### src/rtl/score_sequencer_if.sv
// Bundle between the video timing generator, the score sequencer and the scorer.
// The pause input exists only when SCORE_SEQ_PAUSE_EN is defined.
interface score_sequencer_if #(
  parameter int unsigned MOVE_W = 4
);
  logic              start;
  logic              frame_start;
  logic              pixel_valid;
  logic [10:0]       hcount;
  logic [9:0]        vcount;
  logic [10:0]       box_x0;
  logic [10:0]       box_x1;
  logic [9:0]        box_y0;
  logic [9:0]        box_y1;
`ifdef SCORE_SEQ_PAUSE_EN
  logic              pause;
`endif
  logic              counting;
  logic              update;
  logic              score_clear;
  logic [MOVE_W-1:0] move_idx;
  logic [1:0]        game_state;
  logic [7:0]        frames_left;
  logic              done;

  modport master (
    output start, frame_start, pixel_valid, hcount, vcount,
    output box_x0, box_x1, box_y0, box_y1,
`ifdef SCORE_SEQ_PAUSE_EN
    output pause,
`endif
    input  counting, update, score_clear, move_idx, game_state, frames_left, done
  );

  modport slave (
    input  start, frame_start, pixel_valid, hcount, vcount,
    input  box_x0, box_x1, box_y0, box_y1,
`ifdef SCORE_SEQ_PAUSE_EN
    input  pause,
`endif
    output counting, update, score_clear, move_idx, game_state, frames_left, done
  );
endinterface

### src/rtl/score_sequencer.sv
// Session controller: idle -> countdown -> NUM_MOVES moves -> done, gating the scorer.
// Optional pause input enabled by defining SCORE_SEQ_PAUSE_EN.
module score_sequencer #(
  parameter int unsigned FRAMES_PER_MOVE  = 30,
  parameter int unsigned NUM_MOVES        = 16,
  parameter int unsigned COUNTDOWN_FRAMES = 90,
  parameter int unsigned MOVE_W           = (NUM_MOVES > 1) ? $clog2(NUM_MOVES) : 1
) (
  input logic              clk,
  input logic              reset,
  score_sequencer_if.slave bus
);

  localparam int unsigned CntMax = (COUNTDOWN_FRAMES > FRAMES_PER_MOVE) ?
                                   COUNTDOWN_FRAMES : FRAMES_PER_MOVE;
  localparam int unsigned CntW = (CntMax > 1) ? $clog2(CntMax) : 1;

  localparam logic [CntW-1:0]   CdLast   = CntW'(COUNTDOWN_FRAMES - 1);
  localparam logic [CntW-1:0]   MoveLast = CntW'(FRAMES_PER_MOVE - 1);
  localparam logic [MOVE_W-1:0] LastMove = MOVE_W'(NUM_MOVES - 1);

  typedef enum logic [1:0] {
    StIdle      = 2'd0,
    StCountdown = 2'd1,
    StPlay      = 2'd2,
    StDone      = 2'd3
  } state_e;

  state_e            state_q, state_d;
  logic [CntW-1:0]   cnt_q, cnt_d;
  logic [MOVE_W-1:0] move_q, move_d;
  logic [10:0]       x0_q, x1_q;
  logic [9:0]        y0_q, y1_q;
  logic              counting_q, counting_d;
  logic              update_q, update_d;
  logic              clear_q, clear_d;
  logic              latch_box;
  logic              paused;
  logic              frame_tick;
  logic              in_box;
  logic [31:0]       remaining;
  logic [7:0]        frames_left;

`ifdef SCORE_SEQ_PAUSE_EN
  assign paused = bus.pause;
`else
  assign paused = 1'b0;
`endif

  assign frame_tick = bus.frame_start & ~paused;

  // An inverted box (x0 > x1 or y0 > y1) can never satisfy both bounds.
  assign in_box = (bus.hcount >= x0_q) && (bus.hcount <= x1_q) &&
                  (bus.vcount >= y0_q) && (bus.vcount <= y1_q);

  always_comb begin
    state_d    = state_q;
    cnt_d      = cnt_q;
    move_d     = move_q;
    latch_box  = 1'b0;
    clear_d    = 1'b0;
    counting_d = (state_q == StPlay) && bus.pixel_valid && in_box && !paused;
    update_d   = (state_q == StPlay) && (cnt_q == MoveLast) && !paused;
    case (state_q)
      StIdle, StDone: begin
        if (bus.start) begin
          state_d = StCountdown;
          cnt_d   = '0;
          move_d  = '0;
          clear_d = 1'b1;
        end
      end
      StCountdown: begin
        if (frame_tick) begin
          if (cnt_q == CdLast) begin
            state_d   = StPlay;
            cnt_d     = '0;
            move_d    = '0;
            latch_box = 1'b1;
          end else begin
            cnt_d = cnt_q + 1'b1;
          end
        end
      end
      StPlay: begin
        if (frame_tick) begin
          if (cnt_q < MoveLast) begin
            cnt_d = cnt_q + 1'b1;
          end else begin
            cnt_d = '0;
            if (move_q == LastMove) begin
              state_d = StDone;
            end else begin
              move_d    = move_q + 1'b1;
              latch_box = 1'b1;
            end
          end
        end
      end
      default: state_d = StIdle;
    endcase
  end

  always_ff @(posedge clk) begin
    if (reset) begin
      state_q    <= StIdle;
      cnt_q      <= '0;
      move_q     <= '0;
      x0_q       <= '0;
      x1_q       <= '0;
      y0_q       <= '0;
      y1_q       <= '0;
      counting_q <= 1'b0;
      update_q   <= 1'b0;
      clear_q    <= 1'b0;
    end else begin
      state_q    <= state_d;
      cnt_q      <= cnt_d;
      move_q     <= move_d;
      counting_q <= counting_d;
      update_q   <= update_d;
      clear_q    <= clear_d;
      if (latch_box) begin
        x0_q <= bus.box_x0;
        x1_q <= bus.box_x1;
        y0_q <= bus.box_y0;
        y1_q <= bus.box_y1;
      end
    end
  end

  always_comb begin
    remaining = '0;
    case (state_q)
      StCountdown: remaining = COUNTDOWN_FRAMES - 32'(cnt_q);
      StPlay:      remaining = FRAMES_PER_MOVE - 32'(cnt_q);
      default:     remaining = '0;
    endcase
    frames_left = (remaining > 32'd255) ? 8'd255 : remaining[7:0];
  end

  assign bus.counting    = counting_q;
  assign bus.update      = update_q;
  assign bus.score_clear = clear_q;
  assign bus.move_idx    = move_q;
  assign bus.game_state  = state_q;
  assign bus.frames_left = frames_left;
  assign bus.done        = (state_q == StDone);

endmodule
### src/flat_wrapper.sv
// flat-port wrapper written by rule: the top's interface ports become plain ports
module score_sequencer_flat 
#(
  parameter int unsigned FRAMES_PER_MOVE  = 30,
  parameter int unsigned NUM_MOVES        = 16,
  parameter int unsigned COUNTDOWN_FRAMES = 90,
  parameter int unsigned MOVE_W           = (NUM_MOVES > 1) ? $clog2(NUM_MOVES) : 1
)
  (clk, reset, bus_start, bus_frame_start, bus_pixel_valid, bus_hcount, bus_vcount, bus_box_x0, bus_box_x1, bus_box_y0, bus_box_y1, bus_counting, bus_update, bus_score_clear, bus_move_idx, bus_game_state, bus_frames_left, bus_done);
  score_sequencer_if #(.MOVE_W(MOVE_W)) bus_i ();
  input logic clk;
  input logic reset;
  input wire logic [$bits(bus_i.start)-1:0] bus_start;
  input wire logic [$bits(bus_i.frame_start)-1:0] bus_frame_start;
  input wire logic [$bits(bus_i.pixel_valid)-1:0] bus_pixel_valid;
  input wire logic [$bits(bus_i.hcount)-1:0] bus_hcount;
  input wire logic [$bits(bus_i.vcount)-1:0] bus_vcount;
  input wire logic [$bits(bus_i.box_x0)-1:0] bus_box_x0;
  input wire logic [$bits(bus_i.box_x1)-1:0] bus_box_x1;
  input wire logic [$bits(bus_i.box_y0)-1:0] bus_box_y0;
  input wire logic [$bits(bus_i.box_y1)-1:0] bus_box_y1;
  output wire logic [$bits(bus_i.counting)-1:0] bus_counting;
  output wire logic [$bits(bus_i.update)-1:0] bus_update;
  output wire logic [$bits(bus_i.score_clear)-1:0] bus_score_clear;
  output wire logic [$bits(bus_i.move_idx)-1:0] bus_move_idx;
  output wire logic [$bits(bus_i.game_state)-1:0] bus_game_state;
  output wire logic [$bits(bus_i.frames_left)-1:0] bus_frames_left;
  output wire logic [$bits(bus_i.done)-1:0] bus_done;
  assign bus_i.start = bus_start;
  assign bus_i.frame_start = bus_frame_start;
  assign bus_i.pixel_valid = bus_pixel_valid;
  assign bus_i.hcount = bus_hcount;
  assign bus_i.vcount = bus_vcount;
  assign bus_i.box_x0 = bus_box_x0;
  assign bus_i.box_x1 = bus_box_x1;
  assign bus_i.box_y0 = bus_box_y0;
  assign bus_i.box_y1 = bus_box_y1;
  assign bus_counting = bus_i.counting;
  assign bus_update = bus_i.update;
  assign bus_score_clear = bus_i.score_clear;
  assign bus_move_idx = bus_i.move_idx;
  assign bus_game_state = bus_i.game_state;
  assign bus_frames_left = bus_i.frames_left;
  assign bus_done = bus_i.done;
  score_sequencer #(.FRAMES_PER_MOVE(FRAMES_PER_MOVE), .NUM_MOVES(NUM_MOVES), .COUNTDOWN_FRAMES(COUNTDOWN_FRAMES), .MOVE_W(MOVE_W)) u_core (.clk(clk), .reset(reset), .bus(bus_i));
endmodule
### config.mk
export PLATFORM = sky130hd
export DESIGN_NAME = score_sequencer_flat
export DESIGN_NICKNAME = d
export VERILOG_FILES = /design/src/rtl/score_sequencer_if.sv /design/src/rtl/score_sequencer.sv /design/src/flat_wrapper.sv
export SDC_FILE = /design/constraint.sdc
export NUM_CORES = 1
export LEC_CHECK = 0
export BUFFER_PORTS_ARGS = -buffer_cell sky130_fd_sc_hd__buf_4
export CORE_ASPECT_RATIO = 0.9
export CORE_UTILIZATION = 25
export CTS_BUF_LIST = sky130_fd_sc_hd__clkbuf_8 sky130_fd_sc_hd__clkbuf_16
export DETAILED_ROUTE_END_ITERATION = 12
export GPL_TIMING_DRIVEN = 1
export SLEW_MARGIN = 20
export SYNTH_ARGS = -nofsm -noshare
export SYNTH_HDL_FRONTEND = slang
export SYNTH_SLANG_ARGS = --single-unit
### constraint.sdc
create_clock -name clk -period 1.97 [get_ports clk]
set_input_delay 0.197 -clock clk [delete_from_list [all_inputs] [get_ports clk]]
set_output_delay 0.197 -clock clk [all_outputs]
set_load 0.1 [all_outputs]
Word level (Yosys, flattened, before mapping):

Cells that the tools add are included.

* eq/ne operators: 13
* bitwise logic cells: 1
* add/subtract/negate cells: 4
* magnitude comparators: 6
* reduce and logical (&&, ||, !) cells: 12
* mux-type cells: 29

Operator list (count)
* one-hot mux 32 bit (2 select lines): 1
* 2-to-1 mux 7 bit: 5
* greater-than comparator 32 x 8 -> 1 bit (second input constant): 1
* 2-to-1 mux 4 bit: 6
* one-hot mux 7 bit (3 select lines): 1
* 2-to-1 mux 2 bit: 6
* inequality test 2 bit (second input constant): 6
* one-hot mux 4 bit (3 select lines): 1
* AND reduction 6 bit: 2
* >= comparator 11 bit: 1
* <= comparator 11 bit: 1
* >= comparator 10 bit: 1
* <= comparator 10 bit: 1
* 2-to-1 mux 8 bit: 1
* subtractor 5 x 7 -> 8 bit (first input constant): 1
* subtractor 7 x 7 -> 8 bit (first input constant): 1
* adder 7 x 1 -> 7 bit (second input constant): 1
* equality test 7 x 5 -> 1 bit (second input constant): 1
* equality test 7 bit (second input constant): 1
* less-than comparator 7 x 5 -> 1 bit (second input constant): 1
* logical AND 1 bit: 6
* 2-to-1 mux 1 bit: 6
* one-hot mux 2 bit (3 select lines): 1
* adder 4 x 1 -> 4 bit (second input constant): 1
* other kinds (9): 11

* flip-flop bits (word level): 58
* output and inout bits: 18
* logic and storage cells: 75
* input port bits: 68

Logic depth before layout (Yosys ltp):

Gate-level depths: netlist of the first run.

* depth after elaboration: 5
* depth in mapped cells: 9
* mapped depth without buffers: 8

Worst setup path before layout of the first run:

OpenSTA, ideal clock, no wires.

* path type: reg-to-output
* start: register u_core.state_q[0] (netlist: u_core.bus.game_state[0])
* end: output bus_frames_left[6]
* arrival: 4.518 ns
* data required time: 1.773 ns
* path buffers: 0
* cell stages (with the launch flop): 9
* slack: -2.745 ns
* cell sequence: dfxtp_1 > inv_1 > ha_1 > ha_1 > nor2b_1 > nor3b_1 > a21oi_1 > xnor2_1 > o21ai_0

* longest elaborated chain between the ends: 4
* elaborated cells on any way between the ends: 5
* classes of those cells: order compare: 1; eq/ne: 2; mux: 2

Ends and longest elaborated chain
* from (decl): RTL line score_sequencer.sv:29 `state_e state_q, state_d;`
* from (signal assigned): RTL line score_sequencer.sv:106 `state_q <= StIdle;`
* from (signal assigned): RTL line score_sequencer.sv:117 `state_q <= state_d;`
* equality test 2 bit or equality test 2 x 1 -> 1 bit (tied branches): RTL line score_sequencer.sv:134 `case (state_q)`
* one-hot mux 32 bit (2 select lines) *: RTL line score_sequencer.sv:134
* greater-than comparator 32 x 8 -> 1 bit: RTL line score_sequencer.sv:139 `frames_left = (remaining > 32'd255) ? 8'd255 : remaining[7:0];`
* 2-to-1 mux 8 bit *: RTL line score_sequencer.sv:139
* to (decl): RTL line flat_wrapper.sv:27 `output wire logic [$bits(bus_i.frames_left)-1:0] bus_frames_left;`

Every way passes the cells marked *; elsewhere a longest branch is shown, timed or not.

Worst setup path after layout of the first run:

* start: register u_core.state_q[0] (netlist: u_core.bus.game_state[0])
* end: output bus_frames_left[0]

The elaborated chain is that of the path after synthesis.

==> results of run 1 <==
worst register-to-register path, delay by kind of cell, from the launching register on:
| family | cells | cell delay [ns] |
|---|---|---|
| buffers and inverters | 5 | 0.60 |
| AO/OA/AOI/OAI | 2 | 0.38 |
| AND/OR/NAND/NOR | 2 | 0.52 |
| flip-flops | 1 | 0.34 |
| adder cells (fa/ha/maj) | 1 | 0.17 |
power groups by stage:
stage | sequential (mW) | combinational [mW] | clock [mW]
global placement | 1.26 | 2.01 | 0
CTS | 1.24 | 2.37 | 1.73
floorplan | 1.46 | 1.30 | 0
global route | 1.24 | 2.62 | 1.78
detailed placement | 1.26 | 2.05 | 0
finish | 1.24 | 2.49 | 1.68
final timing paths:
check / from / end / slack, ns / cells past startpoint
worst max-delay path: u_core.bus.game_state[0]$_SDFFE_PP0P_ / bus_frames_left[0] / -0.29 / 9
worst min-delay path: bus_box_x1[4] / u_core.x1_q[4]$_SDFFE_PP0P_ / 0.12 / 3
worst max register to register: u_core.bus.game_state[0]$_SDFFE_PP0P_ / u_core.y0_q[6]$_SDFFE_PP0P_ / -0.17 / 10
worst min register to register: u_core.y0_q[8]$_SDFFE_PP0P_ / u_core.y0_q[8]$_SDFFE_PP0P_ / 0.45 / 2
layout make-up:
class / count / area [µm²]
fill: 1366 / 8260
inverter: 53 / 203
timing repair buffer: 129 / 1280
clock inverter: 6 / 81.3
tap: 193 / 241
sequential: 58 / 1180
multi-input combinational: 322 / 2520
clock buffer: 10 / 239
placed cells by master (no fill, tap or decap), types with 5 or more instances in the layout:
cell / n
o21ai_0: 8
nand3_1: 6
clkbuf_16: 16
dfxtp_2: 6
a211oi_1: 8
buf_4: 103
nand2_1: 52
nand2b_1: 5
nand4_1: 11
nand2_2: 27
nor3_1: 6
ha_1: 45
ha_4: 5
dfxtp_1: 50
buf_12: 12
inv_1: 51
nor2_1: 10
nand2_4: 18
a21oi_1: 46
a21oi_2: 11
cell families (layout without fill, tap and decap cells):
| logic type | count (synthesis) | after routing | share of synthesized area |
|---|---|---|---|
| adders and majority gates | 51 | 51 | 0.178 |
| xor gates and xnor gates | 9 | 9 | 0.0220 |
| AOI/OAI and AO/OA | 108 | 108 | 0.184 |
| and+or+nand+nor | 154 | 154 | 0.193 |
| buffers and inverters | 74 | 198 | 0.0985 |
| DFF | 58 | 58 | 0.324 |
stage by stage:
step           worst slack [ns]  std cells
6_report                 -0.286        771
3_3_place_gp            -0.0133        732
3_5_place_dp            -0.0603        732
2_1_floorplan            -0.438        454
4_1_cts                  -0.275        751
5_1_grt                  -0.390        771
registers in the layout (all words and copies together) (netlist names):
signal	flops
u_core.x0_q	11
u_core.x1_q	11
u_core.bus.update	1
u_core.y1_q	10
u_core.bus.move_idx	4
u_core.cnt_q	7
u_core.bus.counting	1
u_core.bus.game_state	2
u_core.bus.score_clear	1
u_core.y0_q	10
layer usage:
| layer | vias up | routed length (µm) |
|---|---|---|
| li1 | 1792 | - |
| met1 | 1701 | 5160 |
| met2 | 93 | 5860 |
| met3 | 20 | 475 |
| met4 | 0 | 313 |
| met5 | - | 0 |
what timing repair did:
item,CTS,global route
endpoints found under the setup margin,9,61
cloned,0,12
endpoints found under the hold margin,0,0
buffers inserted,3,8
resized for setup,30,94
pin swaps,4,17
==> run_results.csv, run 1 <==
group,metric,value,unit
sta,timing.fmax,443,MHz
cells_and_area,fin_util,0.410,
floorplanning,die_h,116,µm
setup_path,cp.arrival,2.06,ns
sta,setup_tns,-7.86,ns
cts,hold_buffers,0,
global_routing,met2_usage,0.245,
floorplanning,die_width,128,µm
floorplanning,dieArea,0.0148,mm²
cts,cts-htree-levels,3,
setup_path,required,1.77,ns
floorplanning,rows,41,
synth,synth_common_cells,"97 x nand2_1, 58 x dfxtp_1, 57 x a21oi_1, 53 x inv_1, 51 x ha_1",
sta,fin_crit,2.26,ns
synth,synthTopCellsByArea,"dfxtp_1 32%, ha_1 18%, nand2_1 10%, a21oi_1 8.0%, inv_1 5.6%",
place,gp_congestion,0.807,
sta,relSlewSlack,0.549,
sta,clock_skew,0.00714,ns
cts,clk_latency,0.33,ns
cts,numCtsBuffers,9,
synth,ys_types,45,
pwr,power_frac_comb,0.460,
synth,synthArstFlopShare,0,
drt,vias,3606,
drt,wire_per_inst,15.3,µm
synth,avgSynthCellArea,7.89,µm²
global_routing,grt_pass1_wl,16300,µm
cts,clock_sink_count,58,
cells_and_area,syn2layout_area_growth,60.3,%
setup_path,startpoint_type,"flop",
global_routing,grt_overflow_total,0,
pwr,p_seq_frac,0.229,
global_routing,grt_usage,0.142,
cells_and_area,nets,692,
sta,worst_slew_pin_slew,0.677,ns
pwr,switching_share,0.391,
synth,ys.flop_type,"dfxtp_1",
setup_path,crit_fanout,4,
drt,final_antenna_net_count,0,
sta,worst_slack,-0.286,ns
setup_path,critPathKind,"flop to output pin",
floorplanning,start_util,0.256,
synth,synth.most_common_cell,"nand2_1",
floorplanning,io_pins,86,
global_routing,grt_pass1_vias,3505,
setup_path,crit_top_cell,"ha_4",
synth,ys_seq_area_frac,0.324,
pwr,p_sw,2.12,mW
drt,via_per_inst,4.68,
setup_path,cp-end-kind,"output pin",
flow_run,maxCapViolCount,0,
sta,rsz0062_at_grt,"yes",
min_path,hold_class,"input port to flop",
sta,finalHoldViolCount,0,
cells_and_area,fin_area,0.00574,mm²
synth,syn_inst,454,
global_routing,grt_util_met3,0.0286,
pwr,total_power,5.41,mW
synth,synth_area,0.00358,mm²
cts,clock_path_buffers,2,
pwr,peakVddDrop,0.00174,V
setup_path,crit_buf_inv,3,
place,place_area,0.00461,mm²
floorplanning,core_region_area,0.0140,mm²
synth,ys_warn_count,0,
setup_path,crit_slowest_cell,"dfxtp_4",
pwr,p_leak,2.20,nW
setup_path,path_cells,"inv_2 -> ha_4 -> ha_4 -> a21oi_2 -> and3_4 -> o21ai_4 -> buf_4 -> o21ai_2 -> buf_12",
global_routing,grt_max_degree,57,
pwr,pwr-share-clk,0.311,
synth,syn_nets,573,
setup_path,worst_path_largest_cell_delay,0.34,ns
global_routing,met1_usage,0.171,
synth,synth_top_area_share,0.324,
sta,finalCritPeriodShare,1.15,
place,dpl.hpwl,7310,µm
drt,drt_iter0_drc,140,
sta,worst_hold_slack,0.117,ns
synth,ys_ff_latch,58,
global_routing,grt-busiest-layer,"met2",
pwr,p_per_area,942,mW/mm²
cts,clkSlewWorstSetupHoldPaths,0.06,ns
outcome,violations,"negative setup slack",
synth,synth_area_leader_cell,"dfxtp_1",
pwr,p_int,3.30,mW
outcome,status,"finished with violations",
sta,slew_violations,0,
drt,wl,11800,µm
cts,cts_tree,"yes",
cells_and_area,drive_above_1_share,0.419,
cells_and_area,diodes,0,
drt,drt-pass1-iter-count,4,
setup_path,critPathTopFamily,"buffers and inverters",
place,io_buffers,85,
synth,synth_edf_count,0,
cts,clk_root_buffer_cell,"clkbuf_16",
sta,setup_viol,50,
global_routing,antenna_found_initial,0,
drt,drc,0,
(Power assumes the default switching activity.)
==> run 2, diff against run 1 <==
CORE_UTILIZATION = 40   (was 25)
SKIP_LAST_GASP = 1   (was default)
==> run_results.csv, run 2 (synthesized netlist as in run 1, its figures left out) <==
group,metric,value,unit
drt,final_antenna_net_count,0,
setup_path,critPathKind,"flop to output pin",
setup_path,cp-end-kind,"output pin",
setup_path,startpoint_type,"flop",
sta,rsz0062_at_grt,"yes",
place,gp_congestion,0.855,
setup_path,crit_slowest_cell,"dfxtp_4",
cells_and_area,diodes,0,
drt,drt-pass1-iter-count,4,
cts,clock_sink_count,58,
sta,worst_slack,-0.266,ns
pwr,switching_share,0.418,
pwr,p_seq_frac,0.254,
floorplanning,core_region_area,0.00865,mm²
sta,setup_viol,14,
sta,clock_skew,0.00920,ns
sta,slew_violations,0,
pwr,p_leak,2.01,nW
global_routing,grt_overflow_total,0,
cts,clock_path_buffers,2,
setup_path,path_cells,"inv_2 -> ha_4 -> ha_4 -> nor2b_4 -> nor3b_4 -> a21oi_2 -> xnor2_2 -> o21ai_4 -> buf_12",
drt,wl,10300,µm
global_routing,antenna_found_initial,0,
outcome,violations,"negative setup slack",
cells_and_area,drive_above_1_share,0.343,
pwr,peakVddDrop,0.00151,V
drt,via_per_inst,5.09,
place,place_area,0.00451,mm²
drt,vias,3485,
min_path,hold_class,"input port to flop",
place,dpl.hpwl,6670,µm
pwr,pwr-share-clk,0.256,
floorplanning,io_pins,86,
cells_and_area,reg_top3,"u_core.x0_q (11), u_core.x1_q (11)",
pwr,p_sw,2.03,mW
pwr,power_frac_comb,0.490,
setup_path,required,1.77,ns
cells_and_area,nets,680,
cts,clk_root_buffer_cell,"clkbuf_8",
pwr,p_per_area,939,mW/mm²
floorplanning,dieArea,0.00934,mm²
setup_path,r2r_slack,-0.03,ns
pwr,p_int,2.84,mW
sta,fin_crit,2.24,ns
cells_and_area,layout_commonest_cell,"buf_4",
sta,timing.fmax,447,MHz
cells_and_area,layout_common_cells,"98 x buf_4, 95 x nand2_1, 52 x inv_1, 50 x dfxtp_1, 48 x ha_1",
global_routing,grt_pass1_vias,3216,
outcome,status,"finished with violations",
cells_and_area,nFillCells,793,
setup_path,crit_top_cell,"ha_4",
global_routing,grt_pass1_wl,15000,µm
cells_and_area,stdcell_count,685,
setup_path,critPathTopFamily,"adder cells",
floorplanning,rows,32,
cts,cts_tree,"yes",
sta,finalHoldViolCount,0,
floorplanning,die_width,102,µm
cts,numCtsBuffers,9,
drt,drt_iter0_drc,103,
place,io_buffers,85,
drt,drc,0,
setup_path,cp.arrival,2.04,ns
cells_and_area,fin_area,0.00519,mm²
setup_path,worst_path_largest_cell_delay,0.35,ns
global_routing,grt_usage,0.205,
sta,finalCritPeriodShare,1.13,
global_routing,grt_max_degree,43,
floorplanning,die_h,91.8,µm
cts,cts-htree-levels,3,
cells_and_area,fin_util,0.600,
cts,hold_buffers,0,
cts,clkSlewWorstSetupHoldPaths,0.07,ns
floorplanning,start_util,0.414,
sta,worst_slew_pin_slew,0.523,ns
drt,wire_per_inst,15.0,µm
place,place_inst,657,
flow_run,maxCapViolCount,0,
sta,relSlewSlack,0.651,
cells_and_area,syn2layout_area_growth,44.8,%
setup_path,crit_fanout,3,
setup_path,crit_buf_inv,2,
cts,clk_latency,0.34,ns
==> run 2: cell count changes in the layout (fill, tap and decap cells not counted), moves of 3 or more <==
cell       change
nand2_1       +43
a21oi_1       -15
nand2_2       -25
a21oi_2       +15
clkbuf_8       +9
ha_1           +3
buf_4          -5
clkbuf_16     -12
nand2_4       -18
==> run 2: worst paths after layout <==
path,start,end,depth (start not counted)
hold reg to reg,u_core.y0_q[7]$_SDFFE_PP0P_,u_core.y0_q[7]$_SDFFE_PP0P_,2
setup / recovery,u_core.bus.game_state[0]$_SDFFE_PP0P_,bus_frames_left[6],9
hold / removal,bus_box_x1[4],u_core.x1_q[4]$_SDFFE_PP0P_,3
setup reg to reg,u_core.bus.game_state[0]$_SDFFE_PP0P_,u_core.x0_q[7]$_SDFFE_PP0P_,9
==> run 2: per-layer routing <==
| metal | vias up | share of wire | GRT usage | routed length (µm) |
|---|---|---|---|---|
| li1 | 1756 | - | - | - |
| met1 | 1617 | 0.46 | 0.261 | 4730 |
| met2 | 95 | 0.49 | 0.338 | 4990 |
| met3 | 17 | 0.039 | 0.0534 | 400 |
| met4 | 0 | 0.017 | 0.0592 | 170 |
| met5 | - | 0 | 0 | 0 |
==> run 2: cell type report <==
class,count,area (µm²),share of cell area
Multi-Input combinational cell,322,2320,0.448
Sequential cell,58,1180,0.227
Timing Repair Buffer,117,1120,0.215
Inverter,53,203,0.0391
Tap cell,119,149,0.0287
Clock buffer,10,138,0.0265
Clock inverter,6,81.3,0.0157
==> run 2: through the flow <==
stage / worst slack, ns / TNS [ns] / total power, mW / hold WS, ns
2_1_floorplan: -0.438 / -2.77 / 2.76 / 0.333
3_3_place_gp: -0.0121 / -0.0131 / 3.28 / 0.443
3_5_place_dp: -0.0839 / -0.135 / 3.30 / 0.447
4_1_cts: -0.290 / -1.96 / 4.83 / 0.0863
5_1_grt: -0.351 / -4.32 / 5.08 / 0.0844
6_report: -0.266 / -1.96 / 4.87 / 0.0969
==> run 2: power by group through the flow <==
| stage | Combinational (mW) | Sequential (mW) | Clock [mW] |
|---|---|---|---|
| after floorplan | 1.30 | 1.46 | 0 |
| after global placement | 2.02 | 1.26 | 0 |
| after detailed placement | 2.04 | 1.26 | 0 |
| after CTS | 2.33 | 1.24 | 1.26 |
| after global routing | 2.51 | 1.24 | 1.33 |
| final | 2.39 | 1.24 | 1.25 |
==> run 2: tightest hold or removal path: stages <==
cell and delay [ns]:
buf_4 0.11, nand2_1 0.04, a21oi_1 0.05
==> run 2: what timing repair did <==
item | in CTS | in global routing
pin swaps | 7 | 8
endpoints found under the hold margin | 0 | 0
endpoints found under the setup margin | 9 | 58
buffers inserted | 3 | 2
gates resized for setup | 28 | 40
gates cloned | 0 | 7
==> run 3, diff against run 2 <==
BUFFER_PORTS_ARGS = default   (was -buffer_cell sky130_fd_sc_hd__buf_4)
DONT_BUFFER_PORTS = 1   (was default)
==> run_results.csv, run 3 (synthesized netlist as in run 1, its figures left out) <==
group,metric,value,unit
setup_path,r2r_start,"u_core.bus.game_state[0]$_SDFFE_PP0P_",
cts,clk_latency,0.35,ns
sta,setup_tns,-1.74,ns
place,gp_congestion,0.839,
drt,drc,0,
global_routing,antenna_found_initial,0,
floorplanning,rows,32,
pwr,p_leak,1.84,nW
outcome,status,"finished with violations",
floorplanning,die_width,102,µm
outcome,violations,"negative setup slack",
sta,rsz0062_at_grt,"yes",
global_routing,grt_usage,0.208,
sta,finalCritPeriodShare,1.14,
place,place_inst,587,
place,dpl.hpwl,6340,µm
sta,worst_slew_pin_slew,0.481,ns
min_path,hold_depth,2,
place,io_buffers,0,
drt,wl,10200,µm
cells_and_area,syn2layout_area_growth,38.9,%
setup_path,critPathKind,"flop to output pin",
setup_path,r2r_slack,0.02,ns
cts,numCtsBuffers,9,
setup_path,worst_path_largest_cell_delay,0.35,ns
sta,timing.fmax,446,MHz
global_routing,grt_overflow_total,0,
cts,clock_sink_count,58,
cells_and_area,fin_util,0.575,
sta,setup_viol,8,
pwr,p_per_area,930,mW/mm²
cts,clkSlewWorstSetupHoldPaths,0.07,ns
drt,drt_iter0_drc,166,
sta,slew_violations,0,
setup_path,crit_fanout,4,
setup_path,r2r-end,"u_core.y0_q[5]$_SDFFE_PP0P_",
setup_path,cp-end-kind,"output pin",
cts,cts-htree-levels,3,
flow_run,maxCapViolCount,0,
setup_path,startpoint_type,"flop",
global_routing,grt_max_degree,54,
cts,clk_root_buffer_cell,"clkbuf_8",
place,dp_worst_setup_slack,-0.000717,ns
min_path,hold_class,"input port to flop",
drt,final_antenna_net_count,0,
setup_path,crit_slowest_cell,"dfxtp_4",
drt,wire_per_inst,15.5,µm
floorplanning,core_region_area,0.00865,mm²
sta,clock_skew,0.0180,ns
drt,drt-pass1-iter-count,5,
cells_and_area,layout_common_cells,"97 x nand2_1, 52 x inv_1, 51 x dfxtp_1, 48 x a21oi_1, 47 x ha_1",
floorplanning,dieArea,0.00934,mm²
setup_path,required,1.77,ns
sta,finalHoldViolCount,0,
global_routing,grt_pass1_wl,15100,µm
global_routing,grt_pass1_vias,3271,
cells_and_area,nets,650,
sta,relSlewSlack,0.671,
setup_path,crit_top_cell,"ha_4",
setup_path,cp.arrival,2.05,ns
sta,fin_crit,2.24,ns
cells_and_area,drive_above_1_share,0.192,
setup_path,worstRegToRegCells,9,
floorplanning,io_pins,86,
setup_path,path_cells,"inv_2 -> ha_4 -> ha_4 -> nor2b_4 -> nor3b_4 -> a21oi_2 -> xnor2_2 -> o21ai_4 -> buf_12",
cells_and_area,reg_top3,"u_core.x0_q (11), u_core.x1_q (11)",
pwr,peakVddDrop,0.00129,V
cells_and_area,layout_commonest_cell,"nand2_1",
drt,via_per_inst,5.13,
floorplanning,start_util,0.414,
setup_path,cp-startpoint,"u_core.bus.game_state[0]$_SDFFE_PP0P_",
min_path,hold_path_startpoint,"bus_box_x0[9]",
sta,worst_slack,-0.274,ns
cts,cts_tree,"yes",
cts,clock_path_buffers,2,
drt,vias,3361,
floorplanning,die_h,91.8,µm
cells_and_area,diodes,0,
cells_and_area,stdcell_count,655,
min_path,min_to,"u_core.x0_q[9]$_SDFFE_PP0P_",
run 3: cell count changes in the layout (fill, tap and decap cells not counted), sizes merged:
cell and delta:
buf -70, bufinv -2, clkinv +2, clkinvlp -1, dlygate4sd3 +41
run 3: worst max path at each step:
stage | slack (ns) | to | cells past startpoint
final | -0.27 | bus_frames_left[6] | 9
after global routing | -0.36 | bus_frames_left[6] | 9
after CTS | -0.31 | bus_frames_left[6] | 9
after detailed placement | -0.0007 | bus_frames_left[4] | 9
after global placement | 0.03 | bus_frames_left[6] | 9
after floorplan | -0.44 | bus_frames_left[7] | 7
run 3: area by class of cell:
| cell class | count | area (µm²) |
|---|---|---|
| clock buffers | 11 | 163 |
| clock inverters | 5 | 27.5 |
| fillers | 809 | 3670 |
| inverters | 53 | 203 |
| multi-input cells | 322 | 2270 |
| flip-flops and latches | 58 | 1170 |
| well taps | 119 | 149 |
| repair buffers | 87 | 986 |
run 3: worst max-delay path: cells and delay by family, from the launching register on:
kind | cells | cell delay (ns)
xor gates and xnor gates | 1 | 0.15
and+or+nand+nor | 2 | 0.35
DFF | 1 | 0.35
buffers and inverters | 2 | 0.23
adders and majority gates | 2 | 0.40
AOI/OAI and AO/OA | 2 | 0.24
run 3: per-layer routing:
layer,vias to the layer above,track usage,wire [µm]
met3,9,0.0549,531
met1,1557,0.248,4570
met4,0,0.0580,115
met5,-,0,0
met2,90,0.362,4940
li1,1705,-,-
run 3: stage by stage:
step                cell area [µm²]  power [mW]  hold WS [ns]
floorplan                      3700        2.76         0.333
global placement               4100        3.40         0.267
detailed placement             4100        3.41         0.269
CTS                            4770        4.63       0.00321
global route                   4980        4.84        0.0190
finish                         4980        4.63        0.0218
run 3: timing repair:
action,CTS,global route
cloned,0,6
hold buffers,42,0
pin swaps,5,6
endpoints found under the hold margin,53,0
buffers inserted,2,2
endpoints found under the setup margin,8,40
resized for setup,4,16
run 3: report_power, final:
group / leakage (nW) / switching (mW) / internal, mW
combinational: 1.26 / 1.47 / 0.846
clock: 0.105 / 0.515 / 0.559
sequential: 0.472 / 0.0210 / 1.21
